### src/rtl/fetch_ctrl_pkg.sv
// fetch_ctrl_pkg
// Shared definitions for the instruction fetch controller: default bus
// widths, the opcodes the controller itself interprets, the two-byte
// decode rule and the controller state encoding.
package fetch_ctrl_pkg;

  localparam int DEF_ADDR_W = 12;
  localparam int DEF_DATA_W = 8;

  // Opcodes that change control flow inside the fetch controller.
  // Every other opcode is passed through to the execute unit.
  localparam logic [3:0] OP_HLT = 4'h7;
  localparam logic [3:0] OP_JMP = 4'h8;
  localparam logic [3:0] OP_JC  = 4'h9;

  typedef enum logic [2:0] {
    S_IDLE,
    S_FETCH,
    S_DECODE,
    S_FETCH_ARG,
    S_ARG,
    S_ISSUE,
    S_HALT
  } state_t;

  // The top opcode bit selects the two-byte format {op, imm}, b2.
  function automatic logic is_two_byte(input logic [3:0] op);
    return op[3];
  endfunction

endpackage

### src/rtl/fetch_ctrl_decode.sv
// fetch_ctrl_decode
// Purely combinational opcode classifier used by fetch_ctrl.
// Ports:
//   op        in   4  opcode nibble under inspection
//   cond      in   1  branch condition for JC
//   two_byte  out  1  opcode carries a second byte
//   halt      out  1  opcode is HLT
//   branch    out  1  opcode is JMP or JC (never issued)
//   taken     out  1  branch redirects the PC (JMP, or JC with cond=1)
module fetch_ctrl_decode
  import fetch_ctrl_pkg::*;
(
  input  logic [3:0] op,
  input  logic       cond,
  output logic       two_byte,
  output logic       halt,
  output logic       branch,
  output logic       taken
);

  // Classification is stateless; the controller decides when it matters.
  always_comb begin
    two_byte = is_two_byte(op);
    halt     = (op == OP_HLT);
    branch   = (op == OP_JMP) || (op == OP_JC);
    taken    = (op == OP_JMP) || ((op == OP_JC) && cond);
  end

endmodule

### src/rtl/fetch_ctrl.sv
// fetch_ctrl
// Instruction fetch/decode sequencer. Drives an external PC and fetch
// register, assembles one- and two-byte instructions, resolves JMP/JC
// locally and hands everything else to the execute unit over a
// valid/ready handshake.
// Ports:
//   clk        in   1       clock, rising edge
//   reset      in   1       asynchronous reset, active low
//   start      in   1       leave IDLE and begin at boot_addr
//   stop       in   1       synchronous abort to IDLE, highest priority
//   boot_addr  in   ADDR_W  first instruction address
//   instr      in   DATA_W  fetch register contents
//   cond       in   1       JC branch condition
//   ir_ready   in   1       execute unit accepts the issued instruction
//   pc_en      out  1       PC increment enable
//   pc_load    out  1       PC parallel load
//   pc_d       out  ADDR_W  PC load value
//   fetch_en   out  1       fetch register capture enable
//   ir_valid   out  1       issued instruction valid
//   opcode     out  4       issued opcode
//   operand    out  ADDR_W  issued operand
//   halted     out  1       controller is in HALT
module fetch_ctrl
  import fetch_ctrl_pkg::*;
#(
  parameter int ADDR_W = DEF_ADDR_W,
  parameter int DATA_W = DEF_DATA_W
) (
  input  logic              clk,
  input  logic              reset,
  input  logic              start,
  input  logic              stop,
  input  logic [ADDR_W-1:0] boot_addr,
  input  logic [DATA_W-1:0] instr,
  input  logic              cond,
  input  logic              ir_ready,
  output logic              pc_en,
  output logic              pc_load,
  output logic [ADDR_W-1:0] pc_d,
  output logic              fetch_en,
  output logic              ir_valid,
  output logic [3:0]        opcode,
  output logic [ADDR_W-1:0] operand,
  output logic              halted
);

  state_t            state_q, state_d;
  logic [3:0]        op_s, imm_s;
  logic [3:0]        opcode_q;
  logic [ADDR_W-1:0] operand_q;

  logic [3:0]        cur_op, cur_imm, dec_op;
  logic [ADDR_W-1:0] ext_val;
  logic              dec_two, dec_halt, dec_branch, dec_taken;
  logic              save_arg, latch_issue;
  logic [3:0]        latch_op;
  logic [ADDR_W-1:0] latch_opnd;

  assign cur_op  = instr[DATA_W-1 -: 4];
  assign cur_imm = instr[DATA_W-5 -: 4];
  assign ext_val = ADDR_W'({imm_s, instr});

  // In ARG the fetch register holds b2, so the saved first-byte opcode
  // is what must be classified.
  assign dec_op = (state_q == S_ARG) ? op_s : cur_op;

  fetch_ctrl_decode u_decode (
    .op       (dec_op),
    .cond     (cond),
    .two_byte (dec_two),
    .halt     (dec_halt),
    .branch   (dec_branch),
    .taken    (dec_taken)
  );

  // Next-state and PC/fetch control. Outputs are a function of the
  // current state plus inputs so that IDLE can load the PC in the same
  // cycle start is seen. stop (and a held reset) suppress every strobe.
  always_comb begin
    state_d     = state_q;
    pc_en       = 1'b0;
    pc_load     = 1'b0;
    pc_d        = '0;
    fetch_en    = 1'b0;
    save_arg    = 1'b0;
    latch_issue = 1'b0;
    latch_op    = cur_op;
    latch_opnd  = ADDR_W'(cur_imm);
    if (!reset || stop) begin
      state_d = S_IDLE;
    end else begin
      case (state_q)
        S_IDLE: begin
          if (start) begin
            pc_load = 1'b1;
            pc_d    = boot_addr;
            state_d = S_FETCH;
          end
        end
        S_FETCH: begin
          fetch_en = 1'b1;
          pc_en    = 1'b1;
          state_d  = S_DECODE;
        end
        S_DECODE: begin
          if (dec_halt) begin
            state_d = S_HALT;
          end else if (dec_two) begin
            save_arg = 1'b1;
            state_d  = S_FETCH_ARG;
          end else begin
            latch_issue = 1'b1;
            state_d     = S_ISSUE;
          end
        end
        S_FETCH_ARG: begin
          fetch_en = 1'b1;
          pc_en    = 1'b1;
          state_d  = S_ARG;
        end
        S_ARG: begin
          if (dec_taken) begin
            pc_load = 1'b1;
            pc_d    = ext_val;
            state_d = S_FETCH;
          end else if (dec_branch) begin
            state_d = S_FETCH;
          end else begin
            latch_issue = 1'b1;
            latch_op    = op_s;
            latch_opnd  = ext_val;
            state_d     = S_ISSUE;
          end
        end
        S_ISSUE: begin
          if (ir_ready) begin
            state_d = S_FETCH;
          end
        end
        S_HALT: begin
          state_d = S_HALT;
        end
        default: begin
          state_d = S_IDLE;
        end
      endcase
    end
  end

  // State, saved first byte and the issue register. The issue register
  // is only written on entry to ISSUE, which keeps it stable while the
  // execute unit stalls.
  always_ff @(posedge clk or negedge reset) begin
    if (!reset) begin
      state_q   <= S_IDLE;
      op_s      <= '0;
      imm_s     <= '0;
      opcode_q  <= '0;
      operand_q <= '0;
    end else begin
      state_q <= state_d;
      if (save_arg) begin
        op_s  <= cur_op;
        imm_s <= cur_imm;
      end
      if (latch_issue) begin
        opcode_q  <= latch_op;
        operand_q <= latch_opnd;
      end
    end
  end

  // Issue fields are only presented while valid, so IDLE and HALT show
  // all-zero outputs regardless of what was last issued.
  assign ir_valid = (state_q == S_ISSUE);
  assign opcode   = (state_q == S_ISSUE) ? opcode_q : 4'h0;
  assign operand  = (state_q == S_ISSUE) ? operand_q : '0;
  assign halted   = (state_q == S_HALT);

endmodule

### config.mk
export PLATFORM = sky130hd
export DESIGN_NAME = fetch_ctrl
export DESIGN_NICKNAME = d
export VERILOG_FILES = /design/src/rtl/fetch_ctrl_pkg.sv /design/src/rtl/fetch_ctrl_decode.sv /design/src/rtl/fetch_ctrl.sv
export SDC_FILE = /design/constraint.sdc
export NUM_CORES = 1
export LEC_CHECK = 0
export CAP_MARGIN = 20
export CORE_ASPECT_RATIO = 0.7
export CORE_UTILIZATION = 47
export DETAILED_ROUTE_END_ITERATION = 8
export HOLD_SLACK_MARGIN = 0.05
export PLACE_DENSITY_LB_ADDON = 0.05
export SYNTH_ARGS = -nofsm -noshare
export SYNTH_HDL_FRONTEND = slang
export SYNTH_SLANG_ARGS = --single-unit
### constraint.sdc
create_clock -name clk -period 3.41 [get_ports clk]
set_input_delay 0.341 -clock clk [delete_from_list [all_inputs] [get_ports clk]]
set_output_delay 0.341 -clock clk [all_outputs]
set_load 0.1 [all_outputs]
# Yosys cells after proc, flatten, opt, wreduce, memory -nomap -nowiden
# Index checks and enable logic that the tools add are counted.
dict set report word_totals {
  regBits 27
  latchBits 0
  ram_bits 0
  mem_bits_ro 0
  out_inout_bits 33
  wordCells 63
  n_memories 0
}
dict set report classes {
  add_sub_neg 0
  mul 0
  n_div 0
  magnitude_cmp 0
  n_eq_ne 11
  shift 0
  n_mux 39
  bitwise_logic 0
  reduce_logical 8
}
# cell n
set ops {}
lappend ops {{$mux 12} 8}
lappend ops {{$mux 4} 6}
lappend ops {{$pmux 12 s2} 1}
lappend ops {{$mux 3} 7}
lappend ops {{$pmux 3 s7} 1}
lappend ops {{$mux 1} 14}
lappend ops {{$eq 3x3->1 const B} 3}
lappend ops {{$eq 4x4->1 const B} 2}
lappend ops {{$eq 3x2->1 const B} 2}
lappend ops {{$eq 4x3->1 const B} 1}
lappend ops {{$pmux 1 s2} 2}
lappend ops {{$eq 3x1->1 const B} 1}
lappend ops {{$logic_not 3->1} 1}
lappend ops {{$logic_or 1x1->1} 3}
lappend ops {{$ne 3x2->1 const B} 1}
lappend ops {{$ne 3x3->1 const B} 1}
lappend ops {{$reduce_and 2->1} 1}
lappend ops {{$reduce_or 2->1} 1}
lappend ops {{$logic_and 1x1->1} 1}
lappend ops {{$logic_not 1->1} 1}

# Logic depth before layout (Yosys ltp)
# Gate-level depths: netlist of run 1.
dict set report depth {
  ltp_word 8
  depth_mapped 6
  ltp_nobuf 4
}

# By module
# A second synthesis of run 1 with hierarchy kept.
dict set report hier_totals {
  hier_cells 153
  area_unflattened_um2 1559.0
}
# module n_inst cells_each area_each_um2 seq_area_each_um2
set modules_own_cells {}
lappend modules_own_cells {fetch_ctrl 1 148 1517.7 675.6}
lappend modules_own_cells {fetch_ctrl_decode 1 5 41.3 0.0}

# Worst setup path before layout of run 1
# Ideal clock, no wire load.
dict set report synth_timing {
  path_type {flip-flop to output port}
  startpoint {register state_q[2]}
  endpoint {output port pc_en}
  t_arrival_ns 3.284
  path_slack_ns -0.215
  path_stages_with_launch 4
  n_path_buf 2
  path_cell_list {dfrtp_1 -> clkbuf_1 -> nor3_1 -> buf_4}
}
dict set report synth_between {
  elab_chain_cells 4
  elab_cells_between_ends 5
}
# item line
set synth_lines {}
lappend synth_lines {{from (decl)} fetch_ctrl.sv:47} ;# state_t state_q, state_d;
lappend synth_lines {{from (signal assigned)} fetch_ctrl.sv:161} ;# state_q <= state_d;
lappend synth_lines {{$eq 3x2->1 / $eq 3x1->1 (equally long branches)} --}
lappend synth_lines {{$reduce_or 2->1 (no line) *} --}
lappend synth_lines {{$mux 1 * (2 in series)} --}
lappend synth_lines {{to (decl)} fetch_ctrl.sv:37} ;# output logic pc_en,
# Mark *: on every way between the ends. The rest lies on a longest branch, timed or not.

# Worst setup path after layout of run 1
dict set report layout_timing {
  startpoint {register state_q[2]}
  endpoint {output port operand[1]}
}
dict set report layout_between {
  elab_chain_cells 2
}
# item line
set layout_lines {}
lappend layout_lines {{$eq 3x3->1} fetch_ctrl.sv:177} ;# assign operand = (state_q == S_ISSUE) ? operand_q : '0;
lappend layout_lines {{$mux 12} fetch_ctrl.sv:177}
lappend layout_lines {{to (decl)} fetch_ctrl.sv:43} ;# output logic [ADDR_W-1:0] operand,
# Every way passes these cells.

==> results.yml, run 1 <==
timing:
  worst_slack_ps: 722.4
  clock-skew-final_ps: 2.039
  tns_ps: 0
  rsz0062_at_grt: "no"
  clock.fmax_ghz: 0.3721
  slew_headroom_pct: 35.12
  hold-worst-slack_ps: 370.7
  finalHoldViolations: 0
  fin_crit_sh_pct: 78.81
  worstMarginPinSlew_ps: 969.7
  slew_violations: 0
  period_needed_ps: 2688
  finalSetupViolations: 0
synthesis:
  synth_ff_type: "dfrtp_1"
  synth_fp_nets: 168
  synthArstFlopShare_pct: 100.0
  synth_area_per_cell_um2: 10.69
  synthCells: 142
  synth-edff-count: 0
  ys_seq_area_share_pct: 44.52
  synth_cell_types: 34
  synth-seq-cells: 27
  yosys_warnings: 0
  syn_area_mm2: 0.001518
final_layout:
  area_growth_pct: 51.11
  num-fill-cells: 180
  final_cell_mix: "dfrtp_1 (27), clkdlybuf4s50_1 (25), buf_4 (25)"
  layout_commonest_cell: "dfrtp_1"
  drive_above_1_share_pct: 33.50
  layout.cells.non_filler: 236
  fin_area_mm2: 0.002293
  n_antenna_cell: 0
  final_nets: 227
power:
  ir_drop_mv: 0.2915
  total_leakage_power_uw: 0.001065
  powerDensity_mw_per_mm2: 291.1
die:
  io_pins: 59
  core_area_mm2: 0.002923
  dieWidth_um: 69.92
  dieArea_mm2: 0.003464
  start_util_pct: 51.93
  die_h_um: 49.55
  rows: 16
critical_path:
  cp_data_required_time_ps: 3070
  r2r_end: "operand_q[3]$_DFFE_PN0P_"
  path_class: "flop to output pin"
  reg2reg_slack_ps: 840
  crit_path_top_delay_cell: "dfrtp_1"
  crit_buf_inv: 2
  cpMostUsedCell: "buf_4"
  cp.arrival_ps: 2350
  r2r_cells: 5
  critical_path.top_delay_family: "simple AND/OR/NAND/NOR gates"
  timing.rr.start: "op_s[1]$_DFFE_PN0P_"
  crit_path_end_kind: "output pin"
  cpPeakStageDelay_ps: 620
  start_kind: "flop"
  path_cells: "nand2b_1 > nor2_1 > buf_4 > and2_1 > buf_4"
  path_max_fanout: 13
detailed_routing:
  postRouteAntennaNets: 0
  dr.pass1.iters: 4
  route.detailed.drc: 0
  drt_iter0_drc: 123
  wl_per_cell_um: 18.50
  drt-total-wl_mm: 4.365
  vias: 1367
  avgViaCountPerCell: 5.792
min_path:
  hp-class: "primary input to async pin"
clock_tree:
  cts_buffer_depth: 2
  clock_sinks: 27
  cts_tree: "yes"
  post_cts_resize_count: 0
  htree_levels: 1
  cts_root_buf: "clkbuf_8"
  clkTransAtPathRegs_ps: 90
  numCtsBuffers: 3
  clkLatencyLatePin_ps: 270
  cts_setup_buffers: 0
  postCtsHoldBufs: 0
global_route:
  grt_busiest_layer: "met2"
  grtUsageTotal_pct: 26.47
  grt_overflow: 0
  first_global_vias: 1376
  met1_usage_pct: 37.52
  grt_use_met3_pct: 5.930
  grt_max_degree: 18
  antenna_found_initial: 0
  use_met2_pct: 41.19
  grt_pass1_wl_mm: 7.003
placed_design:
  dp_hpwl_mm: 3.306
  placed_cells: 232
  pre_cts_ws_ps: 728.3
  place_area_mm2: 0.002248
  io_buffer_count: 58
  gp_congestion: 0.8089
run_status:
  status: "finished clean"
run:
  drv_cap: 0
[per-stage QoR]
| stage | total power [µW] | utilization [%] |
|---|---|---|
| 5_1_grt | 691.5 | 78.47 |
| 3_3_place_gp | 492.3 | 76.93 |
| 6_report | 667.7 | 78.47 |
| 4_1_cts | 671.8 | 78.47 |
| 3_5_place_dp | 495.7 | 76.93 |
| 2_1_floorplan | 419.2 | - |
[cells in the mapped netlist, drive strengths merged (3+ instances only)]
cell    instances  share of area, %
a22o            9               5.2
a22oi          12               5.9
and2           16               6.6
buf             6               3.0
clkbuf          5               1.2
dfrtp          27                45
inv             4              0.99
mux2           17                14
nand2b          3               1.2
nor2           19               4.7
nor3            3              0.99
[worst max-delay path by stage]
stage,endpoint,start,depth (start not counted)
6_report,operand[1],state_q[2]$_DFFE_PN0P_,5
5_1_grt,operand[3],state_q[2]$_DFFE_PN0P_,5
4_1_cts,pc_d[5],reset,6
3_5_place_dp,operand_q[1]$_DFFE_PN0P_,instr[4],5
3_3_place_gp,pc_d[5],reset,6
2_1_floorplan,pc_d[10],op_s[1]$_DFFE_PN0P_,5
[registers in the layout, summed over array words and instances, names as in the netlist]
name / cells
op_s: 4
opcode_q: 4
state_q: 3
imm_s: 4
operand_q: 12
[logic make-up (layout without fill, tap and decap cells)]
logic type      Yosys count  in the layout  synth area share (%)
mux                      18             18                 15.00
flops                    27             27                 44.52
simple gates             51             51                 19.13
compound gates           31             31                 16.16
buf+inv                  15             73                 5.193
[layer usage]
metal	up-vias	wire, µm
li1	624	-
met1	667	1950
met2	70	2049
met3	6	311
met4	0	54
met5	-	0
[where the power goes]
group          internal (µW)  leakage [µW]  total (µW)  switching [µW]
combinational           70.5      0.000668         149            78.0
clock                   83.6     0.0000228         177            93.2
sequential               332      0.000374         342            10.4
[cell type report]
type,count,area (µm²),share of cell area (%)
multi-input cells,100,774.5,33.77
clock buffers,4,45.04,1.964
inverters,4,15.01,0.6547
repair buffers,65,738.2,32.19
flip-flops and latches,27,675.6,29.46
well taps,36,45.04,1.964
Note: power is estimated with default switching activity, not from simulation.
==> run 2: changes to the inputs <==
--- a/config.mk
+++ b/config.mk
@@ -7,7 +7,7 @@
 export LEC_CHECK = 0
 export CAP_MARGIN = 20
 export CORE_ASPECT_RATIO = 0.7
-export CORE_UTILIZATION = 47
+export CORE_UTILIZATION = 43
 export DETAILED_ROUTE_END_ITERATION = 8
 export HOLD_SLACK_MARGIN = 0.05
 export PLACE_DENSITY_LB_ADDON = 0.05
==> constraint.sdc (replaced) <==
create_clock -name clk -period 2.6 [get_ports clk]
set_input_delay 0.26 -clock clk [delete_from_list [all_inputs] [get_ports clk]]
set_output_delay 0.26 -clock clk [all_outputs]
set_load 0.1 [all_outputs]
==> results.yml, run 2 (same netlist as run 1, synthesis figures left out) <==
run_status:
  status: "finished clean"
timing:
  finalSetupViolations: 0
  period_needed_ps: 2525
  worstMarginPinSlew_ps: 936.0
  slew_headroom_pct: 37.37
  clock.fmax_ghz: 0.3960
  fin_crit_sh_pct: 97.13
  slew_violations: 0
  finalHoldViolations: 0
  clock-skew-final_ps: 1.927
  tns_ps: 0
critical_path:
  path_max_fanout: 7
  crit_start: "op_s[1]$_DFFE_PN0P_"
  cpPeakStageDelay_ps: 530
  r2r_cells: 4
  crit_path_end_kind: "output pin"
  cp_data_required_time_ps: 2340
  timing.rr.start: "op_s[1]$_DFFE_PN0P_"
  cp_num_cells: 6
  cp.arrival_ps: 2270
  critical_path.top_delay_family: "simple AND/OR/NAND/NOR gates"
  crit_buf_inv: 2
  path_class: "flop to output pin"
  path_cells: "or3b_2 > a2111oi_4 > buf_6 > a22oi_1 > nor2_1 > buf_12"
  crit_path_top_delay_cell: "or3b_2"
  start_kind: "flop"
clock_tree:
  cts_tree: "yes"
  clkLatencyLatePin_ps: 280
  numCtsBuffers: 3
  cts_buffer_depth: 2
  cts_root_buf: "clkbuf_8"
  htree_levels: 1
  clkTransAtPathRegs_ps: 90
  cts_setup_buffers: 0
  clock_sinks: 27
die:
  io_pins: 59
  start_util_pct: 46.64
  dieWidth_um: 73.01
  core_area_mm2: 0.003254
  rows: 17
  die_h_um: 51.71
  dieArea_mm2: 0.003775
power:
  p_clk_share_pct: 27.0
  total_leakage_power_uw: 0.001145
  powerDensity_mw_per_mm2: 341.9
  swShare_pct: 28.92
  ir_drop_mv: 0.3209
  p_int_uw: 640.9
  pwr-share-seq_pct: 49.9
  net-switching-power_uw: 260.8
  p_comb_share_pct: 23.2
  total_power_uw: 901.8
placed_design:
  gp_congestion: 0.9006
  placed_cells: 248
  io_buffer_count: 58
  dp_hpwl_mm: 3.439
detailed_routing:
  drt_iter0_drc: 102
  wl_per_cell_um: 18.00
  vias: 1372
  drt-total-wl_mm: 4.555
  postRouteAntennaNets: 0
  avgViaCountPerCell: 5.423
  route.detailed.drc: 0
  dr.pass1.iters: 4
final_layout:
  area_growth_pct: 73.78
  num-fill-cells: 193
  layout_commonest_cell: "buf_12"
  layout.cells.non_filler: 253
  final_cell_mix: "buf_12 (32), dfrtp_1 (27), clkdlybuf4s50_1 (25)"
  final_nets: 233
  largest_reg_flops: 12
  regMostFlops: "operand_q"
  drive_above_1_share_pct: 40.78
  n_antenna_cell: 0
min_path:
  hp-class: "primary input to async pin"
global_route:
  grt_overflow: 0
  first_global_vias: 1357
  antenna_found_initial: 0
  grt_max_degree: 17
  grt_pass1_wl_mm: 7.120
  grtUsageTotal_pct: 25.95
run:
  drv_cap: 0
-- run 2: changes by cell type in the layout (fill, tap and decap cells not counted), moves of 4 or more --
cell    before  now
buf_12      15   32
buf_4       25   13
nor2_1      19    9
nor2_2       0    4
nor2_4       0    6
-- run 2: final cells by class --
cell class                      count  area, µm²  area share [%]
Tap cell                           47      58.81           2.230
Clock inverter                      1      5.005          0.1898
Sequential cell                    27      675.6           25.62
Inverter                            4      15.01          0.5693
Timing Repair Buffer               71      999.7           37.90
Clock buffer                        3      41.29           1.565
Multi-Input combinational cell    100      842.1           31.93
-- run 2: routing by layer --
metal | up-vias | GRT usage (%) | share of wire [%]
li1 | 642 | - | -
met1 | 671 | 37.41 | 49
met2 | 53 | 38.73 | 44
met3 | 6 | 6.395 | 6.1
met4 | 0 | 6.863 | 1.2
met5 | - | 0 | 0
-- run 2: final timing paths --
path                                              to  slack [ps]
max reg2reg                 operand_q[2]$_DFFE_PN0P_         220
min reg2reg                operand_q[10]$_DFFE_PN0P_         500
min                              op_s[0]$_DFFE_PN0P_         370
max in group asynchronous        op_s[2]$_DFFE_PN0P_        2030
min in group clk           operand_q[10]$_DFFE_PN0P_         500
max                                          pc_d[7]          70
-- run 2: power groups by stage --
stage	Clock, µW	Sequential (µW)	Combinational, µW
4_1_cts	245	449	206
2_1_floorplan	0	450	107
5_1_grt	261	451	221
3_5_place_dp	0	457	205
3_3_place_gp	0	456	201
6_report	243	450	209
-- run 2: worst register-to-register path: cells and delay by family (launching register included) --
family	cells	cell delay (ps)
flip-flops	1	420
AND/OR/NAND/NOR	3	1440
multiplexers	1	420
-- run 2: through the flow --
stage | worst slack (ps) | hold slack (ps) | instance area, µm² | utilization [%]
2_1_floorplan | -501.9 | -35.59 | 1569 | -
3_3_place_gp | 110.0 | 474.0 | 2557 | 78.59
3_5_place_dp | 139.1 | 474.0 | 2557 | 78.59
4_1_cts | 44.96 | 369.2 | 2604 | 80.01
5_1_grt | -23.11 | 381.7 | 2638 | 81.05
6_report | 74.52 | 373.1 | 2638 | 81.05
-- run 2: repair_timing --
action                                  in CTS  in global routing
endpoints found under the setup margin       0                  6
gates resized for setup                      0                  8
hold buffers                                 0                  0
==> run 3: changes to the inputs <==
==> constraint.sdc (replaced) <==
create_clock -name clk -period 2.7 [get_ports clk]
set_input_delay 0.27 -clock clk [delete_from_list [all_inputs] [get_ports clk]]
set_output_delay 0.27 -clock clk [all_outputs]
set_load 0.1 [all_outputs]
==> results.yml, run 3 (same netlist as run 1, synthesis figures left out) <==
run_status:
  status: "finished clean"
die:
  rows: 17
  die_h_um: 51.71
  core_area_mm2: 0.003254
  start_util_pct: 46.64
  dieArea_mm2: 0.003775
  dieWidth_um: 73.01
  io_pins: 59
clock_tree:
  numCtsBuffers: 3
  cts_buffer_depth: 2
  htree_levels: 1
  cts_tree: "yes"
  cts_root_buf: "clkbuf_8"
  clkTransAtPathRegs_ps: 100
  post_cts_resize_count: 0
  clkLatencyLatePin_ps: 280
  postCtsHoldBufs: 0
  clock_sinks: 27
  cts_setup_buffers: 0
timing:
  worstMarginPinSlew_ps: 1020
  finalHoldViolations: 0
  rsz0062_at_grt: "no"
  slew_headroom_pct: 31.77
  clock.fmax_ghz: 0.3895
  clock-skew-final_ps: 12.39
  period_needed_ps: 2568
  worst_slack_ps: 132.4
  tns_ps: 0
  hold-worst-slack_ps: 337.7
  slew_violations: 0
  fin_crit_sh_pct: 95.10
  finalSetupViolations: 0
placed_design:
  io_buffer_count: 58
  dp_hpwl_mm: 3.661
  placed_cells: 247
  gp_congestion: 0.8926
  pre_cts_ws_ps: 200.8
critical_path:
  cp_data_required_time_ps: 2430
  reg2reg_slack_ps: 230
  start_kind: "flop"
  path_max_fanout: 13
  cp.arrival_ps: 2300
  path_class: "flop to output pin"
  crit_path_end_kind: "output pin"
global_route:
  grt_max_degree: 21
  grtUsageTotal_pct: 28.21
  grt_pass1_wl_mm: 7.617
  antenna_found_initial: 0
  grt_overflow: 0
  first_global_vias: 1431
final_layout:
  final_cell_mix: "buf_12 (32), dfrtp_1 (27), clkdlybuf4s50_1 (25)"
  post-route-util_pct: 79.47
  area_growth_pct: 70.40
  largest_reg_flops: 12
  seq_area_um2: 675.6
  layout_commonest_cell: "buf_12"
  drive_above_1_share_pct: 41.67
  regMostFlops: "operand_q"
  n_antenna_cell: 0
  layout.cells.non_filler: 251
  final_nets: 231
  num-fill-cells: 201
  multi_input_area_um2: 807.0
detailed_routing:
  wl_per_cell_um: 19.04
  dr.pass1.iters: 5
  avgViaCountPerCell: 5.713
  route.detailed.drc: 0
  postRouteAntennaNets: 0
  vias: 1434
  drt-total-wl_mm: 4.780
  drt_iter0_drc: 140
power:
  ir_drop_mv: 0.3358
  total_leakage_power_uw: 0.001126
  powerDensity_mw_per_mm2: 337.3
run:
  drv_cap: 0
min_path:
  hp-class: "primary input to async pin"
-- run 3: cell types whose count changed in the layout (fill, tap and decap cells not counted), sizes merged --
cell and delta:
buf -2, clkinv -1, clkinvlp +1
-- run 3: worst paths after layout --
check                                         start                       end  cells past startpoint
hold reg to reg            operand_q[9]$_DFFE_PN0P_  operand_q[9]$_DFFE_PN0P_                      1
setup / recovery                op_s[2]$_DFFE_PN0P_                   pc_d[3]                      6
hold / removal                                reset    state_q[0]$_DFFE_PN0P_                      2
setup reg to reg                op_s[2]$_DFFE_PN0P_  operand_q[2]$_DFFE_PN0P_                      4
max in group asynchronous                     reset       op_s[1]$_DFFE_PN0P_                      2
min in group clk           operand_q[9]$_DFFE_PN0P_  operand_q[9]$_DFFE_PN0P_                      1
-- run 3: layer usage --
layer	global-route usage [%]	vias up	share of wire, %
li1	-	632	-
met1	39.28	711	41
met2	43.52	79	47
met3	6.008	12	9.5
met4	9.804	0	2.8
met5	0	-	0
-- run 3: cell type report --
class                           count  area share (%)
Sequential cell                    27           26.12
Clock inverter                      1          0.2903
Inverter                            4          0.5806
Timing Repair Buffer               69           37.93
Multi-Input combinational cell    100           31.20
Tap cell                           47           2.274
Clock buffer                        3           1.597
-- run 3: power by group --
group	internal, µW	total (µW)	switching (µW)
logic	93.3	198	105
clock network	105	241	136
registers	419	433	14.1
total	618	872	255
-- run 3: per-stage QoR --
stage                     power (µW)  area (µm²)
after floorplan                534.5        1556
after global placement         630.9        2537
after detailed placement       637.3        2537
after CTS                      875.0        2586
after global routing           906.0        2586
final                          872.4        2586
-- run 3: worst max-delay path: stages (launching register included) --
cell       delay [ps]
dfrtp_1           440
or3b_2            510
a2111oi_2         310
buf_4             270
a22oi_1           120
nor2_2            160
buf_12            200
